--- src/rtl/lampfpu_square.sv ---
// Multi-cycle square unit for LAMP_FLOAT (1s/8e/7f): 8-cycle shift-add multiply, then one
// normalise/round cycle. Fixed 9-cycle latency from accept to the one-cycle valid pulse.
module lampfpu_square (
   input  logic       clk,
   input  logic       rst,
   input  logic       doSquare_i,
   input  logic       signum_op_i,
   input  logic [7:0] extExp_op_i,
   input  logic [7:0] extMant_op_i,
   input  logic       isInf_op_i,
   input  logic       isZero_op_i,
   input  logic       isSNAN_op_i,
   input  logic       isQNAN_op_i,
   output logic       busy_o,
   output logic       valid_o,
   output logic       s_res_o,
   output logic [7:0] e_res_o,
   output logic [6:0] f_res_o,
   output logic       isOverflow_o,
   output logic       isUnderflow_o
);

   typedef enum logic [1:0] {StIdle, StMul, StNorm} state_t;

   state_t      state_q;
   logic [7:0]  exp_q;
   logic [7:0]  mant_q;
   logic        nan_q;
   logic        inf_q;
   logic        zero_q;
   logic        sign_q;
   logic [15:0] acc_q;
   logic [2:0]  cnt_q;

   logic              norm;
   logic [7:0]        kept;
   logic              guard;
   logic              sticky;
   logic              round_up;
   logic [8:0]        m9;
   logic              carry;
   logic [7:0]        mant_rnd;
   logic signed [9:0] e10;
   logic [15:0]       addend;

   assign busy_o = (state_q != StIdle);
   assign addend = mant_q[cnt_q] ? ({8'h00, mant_q} << cnt_q) : 16'h0000;

   always_comb begin
      norm     = acc_q[15];
      kept     = norm ? acc_q[15:8] : acc_q[14:7];
      guard    = norm ? acc_q[7] : acc_q[6];
      sticky   = norm ? (|acc_q[6:0]) : (|acc_q[5:0]);
      round_up = guard & (sticky | kept[0]);
      m9       = {1'b0, kept} + {8'h00, round_up};
      carry    = m9[8];
      mant_rnd = carry ? 8'h80 : m9[7:0];
      e10      = $signed({1'b0, exp_q, 1'b0}) - 10'sd127
                 + $signed({9'b0, norm}) + $signed({9'b0, carry});
   end

   always_ff @(posedge clk or posedge rst) begin
      if (rst) begin
         state_q       <= StIdle;
         exp_q         <= '0;
         mant_q        <= '0;
         nan_q         <= 1'b0;
         inf_q         <= 1'b0;
         zero_q        <= 1'b0;
         sign_q        <= 1'b0;
         acc_q         <= '0;
         cnt_q         <= '0;
         valid_o       <= 1'b0;
         s_res_o       <= 1'b0;
         e_res_o       <= '0;
         f_res_o       <= '0;
         isOverflow_o  <= 1'b0;
         isUnderflow_o <= 1'b0;
      end else begin
         valid_o <= 1'b0;
         unique case (state_q)
            StIdle: begin
               if (doSquare_i) begin
                  state_q <= StMul;
                  sign_q  <= signum_op_i;
                  exp_q   <= extExp_op_i;
                  mant_q  <= extMant_op_i;
                  nan_q   <= isSNAN_op_i | isQNAN_op_i;
                  inf_q   <= isInf_op_i;
                  zero_q  <= isZero_op_i;
                  acc_q   <= '0;
                  cnt_q   <= '0;
               end
            end
            StMul: begin
               acc_q <= acc_q + addend;
               cnt_q <= cnt_q + 3'd1;
               if (cnt_q == 3'd7) state_q <= StNorm;
            end
            StNorm: begin
               state_q       <= StIdle;
               valid_o       <= 1'b1;
               s_res_o       <= 1'b0;
               isOverflow_o  <= 1'b0;
               isUnderflow_o <= 1'b0;
               // Specials override the arithmetic path and never raise range flags.
               if (nan_q) begin
                  e_res_o <= 8'hFF;
                  f_res_o <= 7'h40;
               end else if (inf_q) begin
                  e_res_o <= 8'hFF;
                  f_res_o <= '0;
               end else if (zero_q) begin
                  e_res_o <= '0;
                  f_res_o <= '0;
               end else if (e10 >= 10'sd255) begin
                  e_res_o      <= 8'hFF;
                  f_res_o      <= '0;
                  isOverflow_o <= 1'b1;
               end else if (e10 <= 10'sd0) begin
                  e_res_o       <= '0;
                  f_res_o       <= '0;
                  isUnderflow_o <= 1'b1;
               end else begin
                  e_res_o <= e10[7:0];
                  f_res_o <= mant_rnd[6:0];
               end
            end
            default: state_q <= StIdle;
         endcase
      end
   end

endmodule
--- config.mk ---
export PLATFORM = sky130hd
export DESIGN_NAME = lampfpu_square
export DESIGN_NICKNAME = d
export VERILOG_FILES = /design/src/rtl/lampfpu_square.sv
export SDC_FILE = /design/constraint.sdc
export NUM_CORES = 1
export LEC_CHECK = 0
export ABC_AREA = 1
export CAP_MARGIN = 20
export CORE_ASPECT_RATIO = 1.2
export CORE_MARGIN = 1.5
export CORE_UTILIZATION = 45
export CTS_CLUSTER_DIAMETER = 80
export DETAILED_ROUTE_END_ITERATION = 7
export PLACE_DENSITY = 0.69
export SYNTH_ARGS = -nofsm -noshare
export SYNTH_HDL_FRONTEND = slang
export SYNTH_SLANG_ARGS = --single-unit
--- constraint.sdc ---
create_clock -name clk -period 3 [get_ports clk]
set_clock_uncertainty 0.15 [all_clocks]
set_input_delay 0.3 -clock clk [delete_from_list [all_inputs] [get_ports clk]]
set_output_delay 0.3 -clock clk [all_outputs]
set_load 0.005 [all_outputs]
* After elaboration in Yosys (flattened, before gate mapping) *
Cells that the tools add are included.
W data, S select, Z words.

storage, ports and cells
  memory bits (read-only) = 0
  output and inout bits = 20
  word-level logic and storage cells = 73
  memory bits (writable) = 0
  latch bits = 0
  input port bits = 24
  register bits after elaboration = 58
  memories kept = 0

cells by class
  equal/unequal tests = 5
  divide/modulo/power cells = 0
  bitwise logic cells = 3
  multipliers = 0
  shift operators = 1
  reductions and logical operators = 8
  add/sub/neg operators = 6
  magnitude comparators = 3
  muxes and demuxes = 34

operator list
  operator                number
  $mux W8                 6
  $mux W7                 6
  $mux W16                2
  $pmux W16 S2            1
  $add A10 B2 Y10         2
  $add A16 B16 Y16        1
  $shl A8 B3 Y16          1
  $mux W1                 13
  $ge A10 B9 Y1 const B   1
  $le A10 B1 Y1 const B   1
  $sub A9 B7 Y10 const B  1
  $add A8 B1 Y9           1
  $reduce_or A7 Y1        1
  $pmux W3 S2             1
  $reduce_and A2 Y1       3
  $reduce_or A6 Y1        1
  $lt A3 B4 Y1 const B    1
  $mux W2                 2
  $ne A2 B2 Y1 const B    2
  $pmux W2 S2             1
  $reduce_bool A2 Y1      2
  $add A3 B1 Y3 const B   1
  $bmux W1 S3             1
  $eq A3 B3 Y1 const B    1
  other kinds (6)         7

* Longest topological paths before layout *
Gate-level depths: netlist (run 1).

  word-level depth = 12
  gate-level depth with buffers = 24
  depth with buffers taken out = 23

* Worst setup path after synthesis (run 1) *
No wires, ideal clock.

  kind = register to register
  start point = register acc_q[15]
  end point = register e_res_o[4]
  path buffers = 2
  period minus slack after synthesis = 3.017 ns
  data required time = 2.717 ns
  arrival = 2.734 ns
  setup time = 0.133 ns
  path slack = -0.017 ns
  cell stages (with the launch flop) = 23
  path through = dfrtp_1 -> buf_6 -> buf_6 -> nand2_1 -> o21ai_2 -> nor2_4 -> ha_1 -> nand2_2 -> nor2_4 -> o2111ai_2 -> ha_1 -> inv_1 -> ha_1 -> nand2_1 -> nor2_2 -> nand2_1 -> and2_1 -> nor2_1 -> nand2_1 -> nand2_2 -> inv_2 -> nand2_1 -> nand4_1

between the ends
  word-level cells in the longest chain between the ends = 11
  elaborated cells on any way between the ends = 15
  classes of those cells = add/sub: 3; order compare: 2; mux: 8; bitwise: 2

ends and longest elaborated chain
  element                             line    text
  start, declared                     32      logic [15:0] acc_q;
  start signal, assigned              96      acc_q <= acc_q + addend;
  $mux W1 or $mux W8 (tied branches)  53, 51
  $or A1 B1 Y1                        54      round_up = guard & (sticky | kept[0]);
  $and A1 B1 Y1                       54
  $add A8 B1 Y9                       55      m9 = {1'b0, kept} + {8'h00, round_up};
  $add A10 B2 Y10 (*)                 59      + $signed({9'b0, norm}) + $signed({9'b0, carry});
  $le A10 B1 Y1                       120     end else if (e10 <= 10'sd0) begin
  $mux W8                             120
  $mux W8 (*)                         116     end else if (e10 >= 10'sd255) begin
  $mux W8 (*)                         113     end else if (zero_q) begin
  $mux W8 (*)                         110     end else if (inf_q) begin
  $mux W8 (*)                         107     if (nan_q) begin
  end signal, assigned                125     e_res_o <= e10[7:0];
  end, declared                       17      output logic [7:0] e_res_o,

Every way passes the cells marked *; elsewhere a longest branch is shown, timed or not.
A chain may end at the register's enable or synchronous reset.

* Worst setup path after layout (run 1) *
  start point = register acc_q[15]
  end point = register e_res_o[2]

The elaborated chain is that of the path after synthesis.

==> results of run 1 <==
-- registers in the layout, summed over array words and instances (netlist names) --
signal	flops
zero_q	1
f_res_o	7
exp_q	8
isOverflow_o	1
mant_q	8
cnt_q	3
acc_q	16
isUnderflow_o	1
inf_q	1
e_res_o	8
nan_q	1
state_q	2
valid_o	1
-- routing by layer --
layer	GRT usage	wire length (um)	up-vias
met5	0	0	-
met4	0.0826	210	0
met3	0.0337	305	17
met2	0.389	5360	76
met1	0.288	4540	1894
li1	-	-	2020
-- kinds of logic (layout without fill, tap and decap cells) --
| kind of cell | after synthesis | after routing | share of synthesized area |
|---|---|---|---|
| AOI/OAI and AO/OA | 119 | 119 | 0.169 |
| xor gates and xnor gates | 5 | 5 | 0.0111 |
| adders and majority gates | 21 | 21 | 0.0684 |
| buffers and inverters | 82 | 171 | 0.0839 |
| DFF | 58 | 58 | 0.367 |
| other | 1 | 1 | 0.000948 |
| and+or+nand+nor | 280 | 280 | 0.299 |
-- power groups by stage --
stage / Clock [uW] / Combinational, uW / Sequential [uW]
floorplan: 0 / 2140 / 1330
global placement: 0 / 3180 / 1370
global route: 978 / 4200 / 1430
CTS: 946 / 3260 / 1370
finish: 932 / 3750 / 1390
detailed placement: 0 / 3230 / 1390
-- timing repair --
action,in CTS,in global routing
setup buffers,0,12
endpoints found under the setup margin,3,28
gates resized for setup,1,80
pin swaps,0,23
-- cell type report --
type	count	area share
tap	117	0.0275
inverter	67	0.0473
clock inverter	7	0.0235
sequential	58	0.274
timing repair buffer	88	0.146
multi-input combinational	426	0.459
clock buffer	9	0.0233
-- synthesized netlist by cell type (5+ instances only) --
cell      number  area share
a21oi_1       26       0.033
clkbuf_1       7      0.0066
dfrtp_1       58        0.37
ha_1          20       0.063
inv_1         60       0.057
inv_2          5      0.0047
nand2_1      157        0.15
nand2_2        8       0.013
nand3_1       36       0.046
nor2_1        59       0.056
nor3_1         6      0.0076
o21ai_0       64       0.081
o21ai_1        5      0.0063
o21ai_2        5       0.011
o22ai_1        5      0.0079
-- path summary, 6_finish.rpt --
kind / start / end / slack (ns)
setup / recovery: acc_q[15] / e_res_o[2] / 0.03
hold / removal: rst / acc_q[6] / 0.1
setup reg to reg: acc_q[15] / e_res_o[2] / 0.03
hold reg to reg: f_res_o[3] / f_res_o[3] / 0.33
max in group asynchronous: rst / acc_q[15] / 1.96
min in group clk: extMant_op_i[0] / mant_q[0] / 0.33
-- worst max-delay path, cell delays in order, from the launching register on --
cell       delay, ns
dfrtp_2         0.49
nand2_2         0.11
o21ai_4         0.07
nor2_4          0.14
ha_4            0.16
nand2_4         0.05
nor2_4          0.12
o2111ai_2       0.12
ha_2            0.22
inv_2           0.07
ha_4            0.15
inv_1           0.05
nand2_2         0.08
nand2_4         0.06
nor2_1          0.10
nand3_1         0.09
nor2_2          0.16
nand3_4         0.09
nand2_4         0.12
buf_6           0.13
nand2_8         0.06
o211ai_1        0.09
-- metrics by stage --
step / hold slack, ns / instance area, sq um / util
5_1_grt: 0.137 / 5310 / 0.620
4_1_cts: 0.109 / 4950 / 0.578
3_3_place_gp: 0.314 / 4700 / 0.549
6_report: 0.0973 / 5310 / 0.620
3_5_place_dp: 0.316 / 4700 / 0.549
2_1_floorplan: 0.260 / 3960 / -
==> impl_metrics.py, run 1 <==
metrics = {
    "drt": {
        "first_pass_iters": 4,
        "drtAntennaViolNets": 0,
        "detailroute.via_count": 4007,
        "drc": 0,
        "drt_iter0_markers": 161,
        "wl_um": 10400,
        "avgViaCountPerCell": 5.19,
        "wire_per_inst_um": 13.5,
    },
    "global_routing": {
        "antenna_found_initial": 0,
        "grt_pass1_wl_um": 16700,
        "grt_max_degree": 24,
        "grt_pass1_vias": 3809,
        "track_usage": 0.228,
        "gr-total-overflow": 0,
    },
    "layout": {
        "seq_area_sq_um": 1450,
        "n_antenna_cell": 0,
        "final_nets": 695,
        "final_layout_size_suffix_gt1_frac": 0.215,
        "multi_input_area_sq_um": 2440,
        "final_cell_mix": "nand2_1 (141), inv_1 (57), dfrtp_1 (56), nor2_1 (52), o21ai_0 (52)",
        "final_common_cell": "nand2_1",
        "syn_to_final_growth_pct": 34.4,
        "instances_no_fill": 772,
        "fillerInstances": 776,
    },
    "pwr": {
        "combinationalPowerShare": 0.617,
        "leakage_uw": 0.00255,
        "ir_drop_mv": 0.682,
        "swShare": 0.462,
        "clockPowerShare": 0.153,
        "finalPower_uw": 6080,
        "p_sw_uw": 2800,
        "p_per_area_nw_per_um2": 1140,
        "p_seq_frac": 0.229,
        "internal_power_uw": 3270,
    },
    "cts": {
        "cts_tree": "built",
        "cts.hold.buffers_added": 0,
        "clock_latency_ns": 0.35,
        "cts.path.max_buffers": 2,
        "clk_pin_slew_ns": 0.08,
        "cts_buffers": 9,
        "cts_sinks": 58,
        "cts.htree.levels": 3,
        "cts-root-buf": "clkbuf_8",
    },
    "timing": {
        "fin_setup_tns_ns": 0,
        "hold_violations": 0,
        "setup_viol": 0,
        "max-slew-margin-rel": 0.556,
        "worst_slew_pin_slew_ns": 0.664,
        "rsz0062_at_grt": "true",
        "layout_setup_ws_ns": 0.0346,
        "finalMaxSlewViolations": 0,
        "period_needed_ns": 2.97,
        "fmax_ghz": 0.337,
        "period_share": 0.988,
    },
    "place": {
        "hpwlAfterDp_um": 7620,
        "io_buffers": 41,
        "numPlacedInstances": 745,
        "place_ws_ns": 0.0114,
        "finalWeightedCongestion": 0.882,
    },
    "synthesis": {
        "seq_area_frac_synth": 0.367,
        "ys_ff_latch": 58,
        "syn_area_sq_um": 3950,
        "synth_top_flop_cell": "dfrtp_1",
        "syn-num-nets": 611,
        "avgSynthCellArea_sq_um": 6.99,
        "synth_warnings": 0,
        "syn_inst": 566,
        "synth-edff-count": 0,
        "ys_async_sr_fraction": 1.00,
        "synthDistinctLibCells": 38,
    },
    "floorplanning": {
        "design.core.area_sq_um": 8560,
        "io_pins": 44,
        "die-area_sq_um": 9360,
        "die_width_um": 88.6,
        "num_rows": 37,
        "die_y_um": 106,
        "start_util": 0.462,
    },
    "setup_path": {
        "critical_path_arrival_ns": 3.09,
        "endpoint_kind": "flip-flop",
        "critPathMaxFanout": 8,
        "required_ns": 3.12,
        "path_class": "reg -> reg",
        "startpoint_type": "flip-flop",
        "r2r_cells": 21,
    },
    "flow_run": {
        "maxCapViolCount": 0,
    },
    "run_status": {
        "status": "finished, final reports clean",
    },
    "min_path": {
        "hp-class": "in -> async",
    },
}
No activity file was read; power rests on OpenSTA's default activity.
==> run 2, diff against run 1 <==
--- a/config.mk
+++ b/config.mk
@@ -6,6 +6,7 @@
 export NUM_CORES = 1
 export LEC_CHECK = 0
 export ABC_AREA = 1
+export ABC_CLOCK_PERIOD_IN_PS = 3000
 export CAP_MARGIN = 20
 export CORE_ASPECT_RATIO = 1.2
 export CORE_MARGIN = 1.5
@@ -13,6 +14,7 @@
 export CTS_CLUSTER_DIAMETER = 80
 export DETAILED_ROUTE_END_ITERATION = 7
 export PLACE_DENSITY = 0.69
+export SLEW_MARGIN = 10
 export SYNTH_ARGS = -nofsm -noshare
 export SYNTH_HDL_FRONTEND = slang
 export SYNTH_SLANG_ARGS = --single-unit
==> results of run 2 <==
The final DEF is identical to that of run 1; final timing and power are the same.
